### src/rtl/gray_sequencer_if.sv
// Bundles the frame-store read port, the converter port and the downstream stream.
// The sequencer uses the master side; the surrounding blocks use the slave side.
interface gray_sequencer_if #(
   parameter int ADDR_W = 20
);
   logic              rd_req;
   logic [ADDR_W-1:0] rd_addr;
   logic [23:0]       rd_data;
   logic              rd_ack;

   logic [3:0][23:0]  in_pixel_buffer;
   logic              gray_en;
   logic [3:0][7:0]   gray_pixel;
   logic              gray_done;

   logic              out_valid;
   logic              out_ready;
   logic [31:0]       out_data;
   logic              out_eol;
   logic              out_eof;

   modport master (
      output rd_req, rd_addr,
      input  rd_data, rd_ack,
      output in_pixel_buffer, gray_en,
      input  gray_pixel, gray_done,
      output out_valid, out_data, out_eol, out_eof,
      input  out_ready
   );

   modport slave (
      input  rd_req, rd_addr,
      output rd_data, rd_ack,
      input  in_pixel_buffer, gray_en,
      output gray_pixel, gray_done,
      input  out_valid, out_data, out_eol, out_eof,
      output out_ready
   );
endinterface

### src/rtl/gray_sequencer.sv
// Frame sequencer for the grayscale converter: fetches four RGB pixels, kicks the
// converter, captures the packed result and streams it with row/frame flags.
//
//   state       | meaning
//   ------------+-----------------------------------------------
//   S_IDLE      | waiting for start
//   S_FETCH     | reading pixels into slots 3..0
//   S_GRAY_GO   | one-cycle converter start
//   S_GRAY_WAIT | waiting for the converter result strobe
//   S_EMIT      | presenting the packed gray word downstream
//   S_DONE      | one-cycle frame_done, then back to idle
module gray_sequencer #(
   parameter int IMG_WIDTH  = 640,
   parameter int IMG_HEIGHT = 480,
   parameter int ADDR_W     = 20
) (
   input  logic               clk,
   input  logic               n_rst,
   input  logic               start,
   gray_sequencer_if.master   bus,
   output logic               busy,
   output logic               frame_done
);

   localparam logic [2:0] S_IDLE      = 3'd0;
   localparam logic [2:0] S_FETCH     = 3'd1;
   localparam logic [2:0] S_GRAY_GO   = 3'd2;
   localparam logic [2:0] S_GRAY_WAIT = 3'd3;
   localparam logic [2:0] S_EMIT      = 3'd4;
   localparam logic [2:0] S_DONE      = 3'd5;

   // One extra index bit: after the last fetch the index equals the pixel count,
   // which may not fit in ADDR_W.
   localparam int IDX_W = ADDR_W + 1;
   localparam int COL_W = $clog2(IMG_WIDTH);

   localparam logic [IDX_W-1:0] NPIX     = IDX_W'(IMG_WIDTH * IMG_HEIGHT);
   localparam logic [COL_W-1:0] COL_LAST = COL_W'(IMG_WIDTH - 1);

   logic [2:0]       state;
   logic [1:0]       slot;
   logic [IDX_W-1:0] idx;
   logic [COL_W-1:0] col;

   assign bus.rd_req    = (state == S_FETCH);
   assign bus.gray_en   = (state == S_GRAY_GO);
   assign bus.out_valid = (state == S_EMIT);
   assign busy          = (state != S_IDLE);
   assign frame_done    = (state == S_DONE);

   always_ff @(posedge clk or negedge n_rst) begin
      if (!n_rst) begin
         state               <= S_IDLE;
         slot                <= '0;
         idx                 <= '0;
         col                 <= '0;
         bus.rd_addr         <= '0;
         bus.in_pixel_buffer <= '0;
         bus.out_data        <= '0;
         bus.out_eol         <= 1'b0;
         bus.out_eof         <= 1'b0;
      end else begin
         case (state)
            S_IDLE: begin
               if (start) begin
                  slot        <= '0;
                  idx         <= '0;
                  col         <= '0;
                  bus.rd_addr <= '0;
                  state       <= S_FETCH;
               end
            end

            S_FETCH: begin
               if (bus.rd_ack) begin
                  bus.in_pixel_buffer[~slot] <= bus.rd_data;
                  idx  <= idx + IDX_W'(1);
                  col  <= (col == COL_LAST) ? '0 : col + COL_W'(1);
                  slot <= slot + 2'd1;
                  // rd_addr stays on the last pixel of the word so it never
                  // points past the end of the frame.
                  if (slot == 2'd3) begin
                     state <= S_GRAY_GO;
                  end else begin
                     bus.rd_addr <= bus.rd_addr + ADDR_W'(1);
                  end
               end
            end

            S_GRAY_GO: begin
               state <= S_GRAY_WAIT;
            end

            S_GRAY_WAIT: begin
               if (bus.gray_done) begin
                  bus.out_data <= bus.gray_pixel;
                  bus.out_eol  <= (col == '0);
                  bus.out_eof  <= (idx == NPIX);
                  state        <= S_EMIT;
               end
            end

            S_EMIT: begin
               if (bus.out_ready) begin
                  if (bus.out_eof) begin
                     state <= S_DONE;
                  end else begin
                     slot        <= '0;
                     bus.rd_addr <= bus.rd_addr + ADDR_W'(1);
                     state       <= S_FETCH;
                  end
               end
            end

            S_DONE: begin
               idx         <= '0;
               col         <= '0;
               bus.rd_addr <= '0;
               state       <= S_IDLE;
            end

            default: begin
               state <= S_IDLE;
            end
         endcase
      end
   end

endmodule

### src/flat_wrapper.sv
// flat-port wrapper written by rule: the top's interface ports become plain ports
module gray_sequencer_flat 
#(
   parameter int IMG_WIDTH  = 640,
   parameter int IMG_HEIGHT = 480,
   parameter int ADDR_W     = 20
)
  (clk, n_rst, start, busy, frame_done, bus_rd_req, bus_rd_addr, bus_rd_data, bus_rd_ack, bus_in_pixel_buffer, bus_gray_en, bus_gray_pixel, bus_gray_done, bus_out_valid, bus_out_data, bus_out_eol, bus_out_eof, bus_out_ready);
  gray_sequencer_if #(.ADDR_W(ADDR_W)) bus_i ();
  input  logic clk;
  input  logic n_rst;
  input  logic start;
  output logic busy;
  output logic frame_done;
  output wire logic [$bits(bus_i.rd_req)-1:0] bus_rd_req;
  output wire logic [$bits(bus_i.rd_addr)-1:0] bus_rd_addr;
  input wire logic [$bits(bus_i.rd_data)-1:0] bus_rd_data;
  input wire logic [$bits(bus_i.rd_ack)-1:0] bus_rd_ack;
  output wire logic [$bits(bus_i.in_pixel_buffer)-1:0] bus_in_pixel_buffer;
  output wire logic [$bits(bus_i.gray_en)-1:0] bus_gray_en;
  input wire logic [$bits(bus_i.gray_pixel)-1:0] bus_gray_pixel;
  input wire logic [$bits(bus_i.gray_done)-1:0] bus_gray_done;
  output wire logic [$bits(bus_i.out_valid)-1:0] bus_out_valid;
  output wire logic [$bits(bus_i.out_data)-1:0] bus_out_data;
  output wire logic [$bits(bus_i.out_eol)-1:0] bus_out_eol;
  output wire logic [$bits(bus_i.out_eof)-1:0] bus_out_eof;
  input wire logic [$bits(bus_i.out_ready)-1:0] bus_out_ready;
  assign bus_rd_req = bus_i.rd_req;
  assign bus_rd_addr = bus_i.rd_addr;
  assign bus_i.rd_data = bus_rd_data;
  assign bus_i.rd_ack = bus_rd_ack;
  assign bus_in_pixel_buffer = bus_i.in_pixel_buffer;
  assign bus_gray_en = bus_i.gray_en;
  assign bus_i.gray_pixel = bus_gray_pixel;
  assign bus_i.gray_done = bus_gray_done;
  assign bus_out_valid = bus_i.out_valid;
  assign bus_out_data = bus_i.out_data;
  assign bus_out_eol = bus_i.out_eol;
  assign bus_out_eof = bus_i.out_eof;
  assign bus_i.out_ready = bus_out_ready;
  gray_sequencer #(.IMG_WIDTH(IMG_WIDTH), .IMG_HEIGHT(IMG_HEIGHT), .ADDR_W(ADDR_W)) u_core (.clk(clk), .n_rst(n_rst), .start(start), .bus(bus_i), .busy(busy), .frame_done(frame_done));
endmodule
### config.mk
export PLATFORM = sky130hd
export DESIGN_NAME = gray_sequencer_flat
export DESIGN_NICKNAME = d
export VERILOG_FILES = /design/src/rtl/gray_sequencer_if.sv /design/src/rtl/gray_sequencer.sv /design/src/flat_wrapper.sv
export SDC_FILE = /design/constraint.sdc
export NUM_CORES = 1
export LEC_CHECK = 0
export CORE_ASPECT_RATIO = 1.25
export CORE_MARGIN = 5
export CORE_UTILIZATION = 35
export DETAILED_ROUTE_END_ITERATION = 8
export DONT_BUFFER_PORTS = 1
export GPL_TIMING_DRIVEN = 1
export PLACE_DENSITY = 0.6
export SYNTH_ARGS = -nofsm -noshare
export SYNTH_HDL_FRONTEND = slang
export SYNTH_SLANG_ARGS = --single-unit
export TNS_END_PERCENT = 100
### constraint.sdc
create_clock -name clk -period 2.6 [get_ports clk]
set_clock_uncertainty 0.15 [all_clocks]
set_input_delay 0 -clock clk [delete_from_list [all_inputs] [get_ports clk]]
set_output_delay 0 -clock clk [all_outputs]
set_load 0.02 [all_outputs]
After elaboration in Yosys (flattened, before gate mapping)
Cells that the tools add are included.
{"block": "totals", "output_inout_bits": 155, "word_cells": 75, "register_bits": 186, "mem_bits_rw": 0, "latchBits": 0, "input_bits": 62, "rom_bits": 0, "n_memories": 0}
{"block": "op_classes", "shift": 0, "multipliers": 0, "n_reduce_logical": 13, "n_bitwise": 1, "addsub": 4, "muxes": 28, "div": 0, "order_cmp": 2, "n_eq_ne": 15}
{"op": "20-bit two-way mux", "count": 5}
{"op": "96-bit bitwise mux", "count": 1}
{"op": "20-bit case mux with 4 select lines", "count": 1}
{"op": "21-bit case mux with 3 select lines", "count": 1}
{"op": "24-bit demux with 2-bit select", "count": 1}
{"op": "21-bit two-way mux", "count": 2}
{"op": "10-bit two-way mux", "count": 3}
{"op": "10-bit case mux with 3 select lines", "count": 1}
{"op": "24-bit two-way mux", "count": 1}
{"op": "21-bit by 1-bit adder with 21-bit output, second input constant", "count": 1}
{"op": "21-bit by 19-bit == test with 1-bit output, second input constant", "count": 1}
{"op": "20-bit by 1-bit adder with 20-bit output, second input constant", "count": 1}
{"op": "3-bit two-way mux", "count": 6}
{"op": "3-bit case mux with 5 select lines", "count": 1}
{"op": "10-bit by 1-bit adder with 10-bit output, second input constant", "count": 1}
{"op": "10-bit == test, second input constant", "count": 1}
{"op": "10-bit logical NOT", "count": 1}
{"op": "5-bit AND reduction", "count": 2}
{"op": "3-bit nonzero test", "count": 3}
{"op": "2-bit two-way mux", "count": 4}
{"op": "2-bit != test, second input constant", "count": 4}
{"op": "3-bit by 2-bit == test with 1-bit output, second input constant", "count": 2}
{"op": "3-bit == test, second input constant", "count": 2}
{"op": "2-bit by 1-bit != test with 1-bit output, second input constant", "count": 3}
{"op": "13 further kinds", "count": 14}

Depth between registers and ports, before layout
{"block": "logic_depth", "ltp_word": 6, "depth_mapped": 7, "ltp_nobuf": 6}

Worst setup path after synthesis
OpenSTA, ideal clock, no wires.
{"block": "synth_path", "path_kind": "flip-flop to flip-flop", "start": "register u_core.bus.rd_addr[4]", "end": "register u_core.bus.rd_addr[19]", "stages_incl_launch_ff": 6, "t_arrival_ns": 1.695, "n_path_buf": 0, "required_time_ns": 2.329, "path_slack_ns": 0.634, "path_cell_list": "dfrtp_1 > nand3_2 > or4_4 > nor4_2 > xnor2_1 > nor2_1"}
{"block": "synth_via", "elab_chain_len": 4, "elab_cells_between_ends": 6, "classes_between": "1 x add/sub; 5 x mux"}
{"item": "start, declared", "line_no": "gray_sequencer_if.sv:23", "text": "output rd_req, rd_addr,"}
{"item": "start signal, assigned", "line_no": "gray_sequencer.sv:85", "text": "bus.rd_addr <= bus.rd_addr + ADDR_W'(1);"}
{"item": "start signal, assigned", "line_no": "gray_sequencer.sv:109", "text": "bus.rd_addr <= bus.rd_addr + ADDR_W'(1);"}
{"item": "20-bit by 1-bit adder with 20-bit output (*)", "line_no": "gray_sequencer.sv:85, gray_sequencer.sv:109"}
{"item": "20-bit two-way mux (on tied branches)", "line_no": "gray_sequencer.sv:105, gray_sequencer.sv:82"}
{"item": "20-bit two-way mux (on tied branches)", "line_no": "gray_sequencer.sv:104, gray_sequencer.sv:75"}
{"item": "20-bit case mux with 4 select lines (*)", "line_no": "gray_sequencer.sv:63", "text": "case (state)"}
Every way passes the cells marked *; elsewhere a longest branch is shown, timed or not. The select of a mux whose other input is x is not followed.
A chain may end at the register's enable or synchronous reset.

Worst setup path after layout
{"block": "layout_path", "start": "register u_core.state[2]", "end": "register u_core.idx[8]"}
{"block": "layout_via", "elab_chain_len": 3, "elab_cells_between_ends": 8, "classes_between": "4 x eq/ne; 1 x mux; 3 x reduce/logical"}
{"item": "start, declared", "line_no": "gray_sequencer.sv:40", "text": "logic [2:0] state;"}
{"item": "start signal, assigned", "line_no": "gray_sequencer.sv:53", "text": "state <= S_IDLE;"}
{"item": "start signal, assigned", "line_no": "gray_sequencer.sv:70", "text": "state <= S_FETCH;"}
{"item": "start signal, assigned", "line_no": "gray_sequencer.sv:83", "text": "state <= S_GRAY_GO;"}
{"item": "3-bit by 1-bit == test with 1-bit output (tied with other cells)", "line_no": "gray_sequencer.sv:63"}
{"item": "2-bit by 1-bit != test with 1-bit output (no line) (tied with other cells)"}
{"item": "3-bit AND reduction (no line)"}
{"item": "end signal, assigned", "line_no": "gray_sequencer.sv:77", "text": "idx <= idx + IDX_W'(1);"}
{"item": "end, declared", "line_no": "gray_sequencer.sv:42", "text": "logic [IDX_W-1:0] idx;"}
Parallel ways exist; a longest one is shown, timed or not.

==> reports/qor.yml <==
floorplanning:
  fp.coreArea_um2: 22800
  die_w_um: 145
  fp.dieArea_um2: 26100
  row_count: 62
  io-pin-count: 217
  die_h_um: 179
  start_util_pct: 35.2
global_route:
  grt_usage_pct: 14.5
  grt_max_degree: 187
  grt_first_pass_wirelength_mm: 30.6
  grt_pass1_vias: 5488
  grt_overflow: 0
  grt_antenna_before_repair: 0
cts:
  h-tree-depth: 4
  clock_latency_ns: 0.43
  cts_tree: "yes"
  cts_max_path_buffers: 2
  root_buffer: "clkbuf_16"
  postCtsSetupBuffers: 0
  clkSlewWorstSetupHoldPaths_ns: 0.07
  cts_buffers: 17
  postCtsHoldBufs: 61
  numClockSinks: 186
cells_and_area:
  syn_to_final_growth_pct: 19.1
  stdcell_count: 1006
  final_cell_mix: "dfrtp_1 (186), mux2_2 (74), dlygate4sd3_1 (61)"
  nNetsFinal: 776
  regArea_um2: 4650
  n_fill_cell: 2091
  drive_gt1_share_pct: 18.5
  multiInputGateArea_um2: 3200
  mostFrequentLayoutCell: "dfrtp_1"
  antenna_cells: 0
synth:
  yosys_register_bits: 186
  synth_top_family_by_area: "multiplexers"
  ys_types: 52
  synthMuxAreaShare_pct: 18.1
  synth_compound_area_share_pct: 5.23
  syn_avg_cell_area_um2: 12.6
  ys_warn_count: 0
  ys.flop_type: "dfrtp_1"
  synth_nets: 706
  synth_fa_ha_area_share_pct: 1.40
  synth.yosys.seq_area_share_pct: 58.0
  yosys.area_share.simple_pct: 12.0
  synth_xor_area_share_pct: 3.05
  async_flop_share_pct: 100
  synth_edf_count: 0
  netlist_area_um2: 8030
  netlist_instances: 635
critical_path:
  cpLargestDelayFamily: "simple AND/OR/NAND/NOR gates"
  end_kind: "flop"
  reg2reg_slack_ns: 0.32
  critPathKind: "reg2reg"
  cp.buffers_inverters: 1
  crit_path_top_delay_cell: "dfrtp_1"
  cp.required_ns: 2.74
  cp_cell_sequence: "or3b_4 > a211oi_4 > buf_4 > nand4_1 > xor2_1 > nor2_1"
  critPathArrivalTime_ns: 2.42
  path_max_fanout: 16
  slowest_delay_ns: 0.54
  critPathLaunchType: "flop"
routing:
  ant_nets: 0
  drt_iter0_markers: 303
  vias_per_cell: 5.28
  drc: 0
  drt-pass1-iter-count: 6
  post_drt_wl_per_cell_um: 19.3
  num_vias: 5315
  wl_mm: 19.4
sta:
  slew_headroom_pct: 50.1
  fmax_mhz: 438
  timing.final.crit_period_ns: 2.28
  final_hold_viol_count: 186
  layout_worst_path_cycle_share_pct: 87.8
  setup_viol: 0
  whs_ns: -0.876
  worst_pin_slew_ns: 0.747
  report.final.slew_viol_count: 0
  finalSetupTns_ns: 0
  rsz0062_at_grt: "no"
place:
  hpwl_mm: 13.3
  io_buffers: 0
  place_congestion: 0.868
  place.detailed.instances: 913
power_and_ir_drop:
  clkPwrFrac_pct: 22.5
  p_int_mw: 6.51
  p_sw_mw: 4.46
  combPwrFrac_pct: 21.6
  power_density_nw_per_um2: 1150
  irDropWorstVdd_mv: 0.680
  switching_share_pct: 40.6
  pwr-share-seq_pct: 55.8
  leakagePower_nw: 4.20
worst_hold_path:
  hp-class: "in2async"
status:
  outcome: "complete, but fails checks"
  violations: "hold timing"
job:
  max-cap-violations: 0
cells in the mapped netlist, types with 2 or more instances:
cell type | n | area, um^2
nor4b_1 | 2 | 17.5
and2_1 | 2 | 12.5
o21ai_0 | 21 | 105
a21o_1 | 2 | 15.0
nor2_1 | 44 | 165
o31ai_1 | 12 | 90.1
clkbuf_1 | 8 | 30.0
a21oi_1 | 12 | 60.1
nand2b_1 | 3 | 18.8
dfrtp_1 | 186 | 4650
nand3b_1 | 2 | 15.0
or3_1 | 3 | 18.8
o21bai_1 | 2 | 15.0
nand4_1 | 19 | 119
and3_1 | 8 | 50.1
xor2_1 | 18 | 158
xnor2_1 | 10 | 87.6
nand2_1 | 33 | 124
mux2_2 | 74 | 833
buf_6 | 2 | 22.5
ha_1 | 9 | 113
o21ai_1 | 5 | 25.0
nor3_1 | 6 | 30.0
inv_1 | 14 | 52.6
nor2b_1 | 7 | 43.8
buf_2 | 16 | 80.1
mux2_1 | 54 | 608
nand3_1 | 24 | 120
nor4_1 | 4 | 25.0
o41ai_1 | 2 | 17.5
nor4_2 | 4 | 50.1
nor3b_1 | 3 | 22.5
and4_1 | 5 | 43.8
worst reg2reg max path: cells and delay by family, from the launching register on:
| kind | cells | cell delay, ns |
|---|---|---|
| compound gates | 1 | 0.38 |
| buf+inv | 1 | 0.23 |
| simple gates | 3 | 0.68 |
| xor+xnor | 1 | 0.18 |
| flops | 1 | 0.54 |
repair_timing:
action,CTS,global route
hold endpoints to repair,328,186
endpoints found under the setup margin,0,0
gates resized for setup,0,0
worst paths after layout:
check,from,end,cells past startpoint
hold reg to reg,u_core.idx[0],u_core.idx[0],1
hold / removal,n_rst,u_core.bus.out_data[28],0
setup / recovery,u_core.state[2],u_core.idx[8],6
setup reg to reg,u_core.state[2],u_core.idx[8],6
min in group clk,bus_rd_ack,u_core.bus.rd_addr[7],4
max in group asynchronous,n_rst,u_core.idx[8],0
logic make-up (layout without fill, tap and decap cells):
family | Yosys count | after routing
AO/OA/AOI/OAI | 65 | 65
flip-flops | 186 | 186
AND/OR/NAND/NOR | 178 | 178
adder cells (fa/ha/maj) | 9 | 9
multiplexers | 129 | 129
XOR/XNOR | 28 | 28
buffers and inverters | 40 | 123
per-stage QoR:
stage,utilization (%),hold WS (ns),setup WS (ns),total power [mW],cell area (um^2)
floorplan,-,-0.446,0.634,7.67,8030
global placement,36.8,-0.438,0.419,8.35,8390
detailed placement,36.8,-0.439,0.348,8.51,8390
CTS,41.9,-0.909,0.321,11.1,9560
global route,41.9,-0.907,0.137,11.6,9560
finish,41.9,-0.876,0.318,11.0,9560
power by group through the flow:
stage | registers (mW) | logic (mW) | clock network [mW]
after floorplan | 5.80 | 1.87 | 0
after global placement | 6.17 | 2.18 | 0
after detailed placement | 6.20 | 2.31 | 0
after CTS | 6.15 | 2.42 | 2.55
after global routing | 6.26 | 2.65 | 2.66
final | 6.13 | 2.37 | 2.47
metal layers:
| layer | vias to the layer above | global-route usage [%] | wire length, um |
|---|---|---|---|
| met3 | 21 | 4.55 | 1160 |
| li1 | 2418 | - | - |
| met4 | 0 | 5.60 | 314 |
| met1 | 2718 | 16.8 | 7580 |
| met2 | 158 | 25.2 | 10300 |
| met5 | - | 0 | 0 |
sequential cells by signal, summed over array words and instances (netlist names):
signal and count:
u_core.slot 2, u_core.bus.in_pixel_buffer 96, u_core.bus.out_data 32, u_core.idx 21
u_core.state 3, u_core.bus.rd_addr 20, u_core.bus.out_eol 1, u_core.col 10
u_core.bus.out_eof 1
cell type report:
cell class | instances | share of cell area [%]
clock buffers | 19 | 4.63
clock inverters | 13 | 1.24
inverters | 14 | 0.550
multi-input cells | 409 | 33.5
flip-flops and latches | 186 | 48.7
well taps | 288 | 3.77
repair buffers | 77 | 7.64
(Power assumes the default switching activity.)
